**config.mk**
```make
export PLATFORM = sky130hd
export DESIGN_NAME = trace_capture_ctrl
export DESIGN_NICKNAME = d
export VERILOG_FILES = /design/src/rtl/trace_capture_ctrl.sv
export SDC_FILE = /design/constraint.sdc
export NUM_CORES = 1
export LEC_CHECK = 0
export CAP_MARGIN = 20
export CORE_MARGIN = 2
export CORE_UTILIZATION = 56
export CTS_BUF_LIST = sky130_fd_sc_hd__clkbuf_16
export DETAILED_ROUTE_END_ITERATION = 7
export PLACE_DENSITY = 0.86
export REMOVE_ABC_BUFFERS = 1
export SLEW_MARGIN = 20
export SYNTH_ARGS = -nofsm -noshare
export SYNTH_HDL_FRONTEND = slang
export SYNTH_SLANG_ARGS = --single-unit
export TNS_END_PERCENT = 100
```
**constraint.sdc**
```tcl
create_clock -name clk -period 4.17 [get_ports clk]
set_input_delay 1.0425 -clock clk [delete_from_list [all_inputs] [get_ports clk]]
set_output_delay 1.0425 -clock clk [all_outputs]
set_load 0.05 [all_outputs]
```
**src/rtl/trace_capture_ctrl.sv**
```systemverilog
// Trace capture controller: streams probe samples into an external ring
// buffer, keeps a programmable pre-trigger history and post-trigger tail,
// and reports where the trigger sample and the oldest valid sample landed.
module trace_capture_ctrl #(
   parameter int WIDTH = 30,
   parameter int AW    = 10
) (
   input  logic             clk,
   input  logic             rst_n,
   input  logic             arm,
   input  logic             abort,
   input  logic [WIDTH-1:0] probe_i,
   input  logic [WIDTH-1:0] trig_mask,
   input  logic [WIDTH-1:0] trig_value,
   input  logic [AW-1:0]    pre_count,
   input  logic [AW-1:0]    post_count,
   output logic             wr_en,
   output logic [AW-1:0]    wr_addr,
   output logic [WIDTH-1:0] wr_data,
   output logic [AW-1:0]    trig_addr,
   output logic [AW-1:0]    start_addr,
   output logic             busy,
   output logic             done,
   output logic [2:0]       state_o
);

   typedef enum logic [2:0] {
      ST_IDLE      = 3'd0,
      ST_FILL      = 3'd1,
      ST_WAIT_TRIG = 3'd2,
      ST_POST      = 3'd3,
      ST_DONE      = 3'd4
   } state_t;

   localparam logic [AW-1:0] ONE = AW'(1);

   state_t           state_r;
   logic [WIDTH-1:0] mask_r;
   logic [WIDTH-1:0] value_r;
   logic [AW-1:0]    pre_r;
   logic [AW-1:0]    post_r;
   logic [AW-1:0]    ptr_r;
   logic [AW-1:0]    cnt_r;
   logic             match_s;

   // Post length limited so pre + trigger + post never exceeds the ring.
   function automatic logic [AW-1:0] clamp_post(input logic [AW-1:0] pre,
                                                input logic [AW-1:0] post);
      logic [AW+1:0] total;
      total = {2'b00, pre} + {2'b00, post} + {{(AW+1){1'b0}}, 1'b1};
      if (total > {2'b01, {AW{1'b0}}}) begin
         clamp_post = {AW{1'b1}} - pre;
      end else begin
         clamp_post = post;
      end
   endfunction

   assign match_s = (((probe_i ^ value_r) & mask_r) == {WIDTH{1'b0}});
   assign state_o = state_r;

   // Capture FSM with registered write port and status outputs.
   always_ff @(posedge clk or negedge rst_n) begin
      if (!rst_n) begin
         state_r    <= ST_IDLE;
         mask_r     <= {WIDTH{1'b0}};
         value_r    <= {WIDTH{1'b0}};
         pre_r      <= {AW{1'b0}};
         post_r     <= {AW{1'b0}};
         ptr_r      <= {AW{1'b0}};
         cnt_r      <= {AW{1'b0}};
         wr_en      <= 1'b0;
         wr_addr    <= {AW{1'b0}};
         wr_data    <= {WIDTH{1'b0}};
         trig_addr  <= {AW{1'b0}};
         start_addr <= {AW{1'b0}};
         busy       <= 1'b0;
         done       <= 1'b0;
      end else if (abort) begin
         // Abort wins over a simultaneous arm; pending writes are dropped.
         state_r <= ST_IDLE;
         wr_en   <= 1'b0;
         busy    <= 1'b0;
         done    <= 1'b0;
      end else if (arm && (state_r == ST_IDLE || state_r == ST_DONE)) begin
         mask_r     <= trig_mask;
         value_r    <= trig_value;
         pre_r      <= pre_count;
         post_r     <= clamp_post(pre_count, post_count);
         ptr_r      <= {AW{1'b0}};
         cnt_r      <= {AW{1'b0}};
         wr_en      <= 1'b0;
         wr_addr    <= {AW{1'b0}};
         trig_addr  <= {AW{1'b0}};
         start_addr <= {AW{1'b0}};
         busy       <= 1'b1;
         done       <= 1'b0;
         state_r    <= (pre_count == {AW{1'b0}}) ? ST_WAIT_TRIG : ST_FILL;
      end else begin
         case (state_r)
            ST_FILL, ST_WAIT_TRIG, ST_POST: begin
               // Every capture cycle stores one sample at the ring pointer.
               wr_en   <= 1'b1;
               wr_data <= probe_i;
               wr_addr <= ptr_r;
               ptr_r   <= ptr_r + ONE;
               if (state_r == ST_FILL) begin
                  if (cnt_r == pre_r - ONE) begin
                     cnt_r   <= {AW{1'b0}};
                     state_r <= ST_WAIT_TRIG;
                  end else begin
                     cnt_r <= cnt_r + ONE;
                  end
               end else if (state_r == ST_WAIT_TRIG) begin
                  if (match_s) begin
                     trig_addr  <= ptr_r;
                     start_addr <= ptr_r - pre_r;
                     cnt_r      <= {AW{1'b0}};
                     if (post_r == {AW{1'b0}}) begin
                        state_r <= ST_DONE;
                        busy    <= 1'b0;
                        done    <= 1'b1;
                     end else begin
                        state_r <= ST_POST;
                     end
                  end else begin
                     cnt_r <= cnt_r;
                  end
               end else begin
                  if (cnt_r == post_r - ONE) begin
                     state_r <= ST_DONE;
                     busy    <= 1'b0;
                     done    <= 1'b1;
                  end else begin
                     cnt_r <= cnt_r + ONE;
                  end
               end
            end
            ST_IDLE, ST_DONE: begin
               wr_en <= 1'b0;
            end
            default: begin
               state_r <= ST_IDLE;
               wr_en   <= 1'b0;
               busy    <= 1'b0;
               done    <= 1'b0;
            end
         endcase
      end
   end

endmodule

```
==> key figures <==
Status
  – Outcome: completed

Placed design
  – DP Wirelength: 17600 um
  – Placer congestion estimate: 0.908
  – Post-place setup slack: 148 ps
  – Placed insts: 1391
  – Post-Place Cell Area: 11000 um2
  – IO buf count: 179

STA
  – Final Hold Fails: 0
  – Final clock period utilization by the worst path: 87.1%
  – Final worst slack: 537 ps
  – Fmax: 0.275 GHz
  – Slew at the pin closest to its max-slew limit: 809 ps
  – Hold_ws: 477 ps
  – # setup viols final: 0
  – Post-route minimum period: 3630 ps
  – Setup TNS: 0 ps
  – Clk_skew: 16.0 ps
  – Slew headroom: 45.6%
  – Final Slew Violations: 0
  – RSZ-0062 raised after global routing: false

Global route
  – Tot GR Track Use: 30.1%
  – Gr ovfl total: 0
  – Largest net degree at the start of global routing: 66
  – Antenna violations before repair: 0
  – Number of global-route vias before repair: 8122
  – First-pass GRT wire length: 40000 um

Yosys
  – Share of the synthesized area in the top cell type: 46.4%
  – Register area share after synthesis: 46.4%
  – Post-synthesis cell count: 1038
  – Yosys reg bits: 166
  – Yosys warnings: 0
  – Largest family of logic cells by synthesized area: simple AND/OR/NAND/NOR gates
  – Synthesized area: 8960 um2
  – Synth Area in Compound Gates: 14.0%
  – Ys async rst share: 100%
  – Mux cell area share after synthesis: 1.35%
  – Post-synth EDFFs: 0
  – Post-synth top cells: nand2_1 (343), dfrtp_1 (166), o21ai_0 (55)
  – Most common cell in the netlist: nand2_1
  – Top post-synthesis cells by area: dfrtp_1 (46%), nand2_1 (14%), xor2_1 (4.5%), ha_1 (3.2%), o21ai_0 (3.1%)
  – Distinct cell type count after synthesis: 66
  – Synth Area in Adders: 3.66%
  – Top FF cell, synth: dfrtp_1
  – Synth Area in XOR/XNOR: 5.96%
  – Simple-gate share of the synthesized area: 24.7%
  – Leading area contributor after synthesis: dfrtp_1
  – Avg Cell Area, Syn: 8.63 um2

Routing
  – Drt via density: 5.75
  – Final ANT Viol Nets: 0
  – Drt total wl: 24700 um
  – Routed length per placed instance: 17.4 um
  – DR iter-0 viols: 730
  – 1st-pass router iterations: 5
  – Via Count: 8181
  – # DRC: 0

Power and ir drop
  – Design Power: 8.15 mW
  – Comb power frac: 46.1%
  – Cell Pwr Density: 706 nW/um2
  – Clock power frac: 19.1%
  – Leakage power: 5.32 nW
  – Psw: 3.60 mW
  – Int Power: 4.55 mW
  – Switching Share: 44.2%
  – Sequential power share: 34.8%
  – Peak VDD IR: 510 uV

Clock network
  – Clk_lat worst skew: 430 ps
  – CTS tree: done
  – H-tree depth: 4
  – CTS root buf: clkbuf_16
  – Post-CTS sizing: 0
  – Clock slew at reported path FFs: 70 ps
  – Clk buf depth: 2
  – Clock sink count: 166
  – Total clock buffers created by CTS: 17
  – Post-CTS Setup Inserts: 0
  – CTS Hold Buffers Added: 0

Floorplan
  – Site row count: 46
  – Initial Util: 56.8%
  – Io pins: 180
  – Die H: 131 um
  – Die width: 131 um
  – Core area: 15800 um2
  – Die ar.: 17000 um2

Final layout
  – Final Core Density: 73.1%
  – Post-route cell area: 11500 um2
  – Layout cells sized above 1: 5.22%
  – Final-layout fill cell count: 1158
  – Layout area overhead: 28.7%
  – N_diodes: 0
  – Finished Layout Cells: 1423
  – Nets@finish: 1333

Setup path
  – Critical Path Fanout Max: 10
  – Worst reg2reg startpoint: post_r[0]
  – CP endpoint kind: flip-flop
  – Startpoint Class: input port
  – WS Path Type: input port to flip-flop
  – Critical Path RT: 4440 ps
  – R2r worst-path depth: 9
  – Arrival time at the worst endpoint: 3910 ps
  – FF-to-FF End: cnt_r[4]
  – Reg2reg setup slack: 1040 ps

Hold path
  – Hold Path Cell Cnt: 2
  – HP Start: mask_r[16]
  – Min-delay worst type: flip-flop to flip-flop
  – Worst hold path endpoint: mask_r[16]

Run
  – Max-cap violations: 0
## power groups by stage
stage / Combinational (mW) / Sequential [mW] / Clock, mW
6_report: 3.76 / 2.84 / 1.55
5_1_grt: 4.10 / 2.92 / 1.65
4_1_cts: 3.76 / 2.82 / 1.57
3_5_place_dp: 3.72 / 2.84 / 0
3_3_place_gp: 3.61 / 2.81 / 0
2_1_floorplan: 1.78 / 3.48 / 0
## metal layers
layer	part of all wire (%)	GRT usage [%]
met4	3.5	13.0
met3	9.0	9.57
met5	0	0
met1	40	36.8
met2	47	49.3
## sequential cells by signal, summed over array words and instances (netlist names)
signal	flops
state_o	3
value_r	30
ptr_r	10
busy	1
start_addr	10
post_r	10
wr_en	1
wr_data	30
trig_addr	10
pre_r	10
cnt_r	10
mask_r	30
wr_addr	10
done	1
## placed cells by master, fill, tap and decap left out, drive strengths merged, types with 12 or more instances in the layout
cell type        n
nand2          343
clkdlybuf4s50  178
dfrtp          166
o21ai           80
xor2            46
inv             37
nor2            25
ha              23
nand3           21
nor3            19
clkbuf          17
o31ai           16
buf             16
xnor2           15
a22oi           15
and3            12
a21oi           12
## kinds of logic after synthesis
group                      count (synthesis)
muxes                                     12
AOI/OAI and AO/OA                        188
buffers and inverters                     88
and+or+nand+nor                          498
xor gates and xnor gates                  61
DFF                                      166
adders and majority gates                 25
## worst max path at each step
stage,from,to,slack (ps),cells after the start
floorplan,arm,state_o[1],-340,4
global placement,pre_count[0],post_r[0],280,13
detailed placement,pre_count[0],post_r[3],150,13
CTS,pre_count[0],post_r[3],590,13
global route,pre_count[0],post_r[3],390,13
finish,pre_count[0],post_r[3],540,13
## cell type report
class	count	area, um2	share of cell area [%]
inverters	31	116	1.01
clock buffers	17	425	3.69
flip-flops and latches	166	4150	36.0
clock inverters	15	154	1.33
well taps	216	270	2.34
repair buffers	194	1930	16.7
multi-input cells	784	4480	38.9
## worst max-delay path, cell delays in order
cell             delay [ps]
clkdlybuf4s50_1         460
inv_1                   110
ha_1                    180
inv_1                    60
fa_1                    410
a21oi_1                 170
o211ai_1                140
o41ai_1                 420
xor2_1                  120
a41oi_1                 230
buf_4                   250
mux2i_1                 230
o21ai_1                  80
No activity file was read; power rests on OpenSTA's default activity.
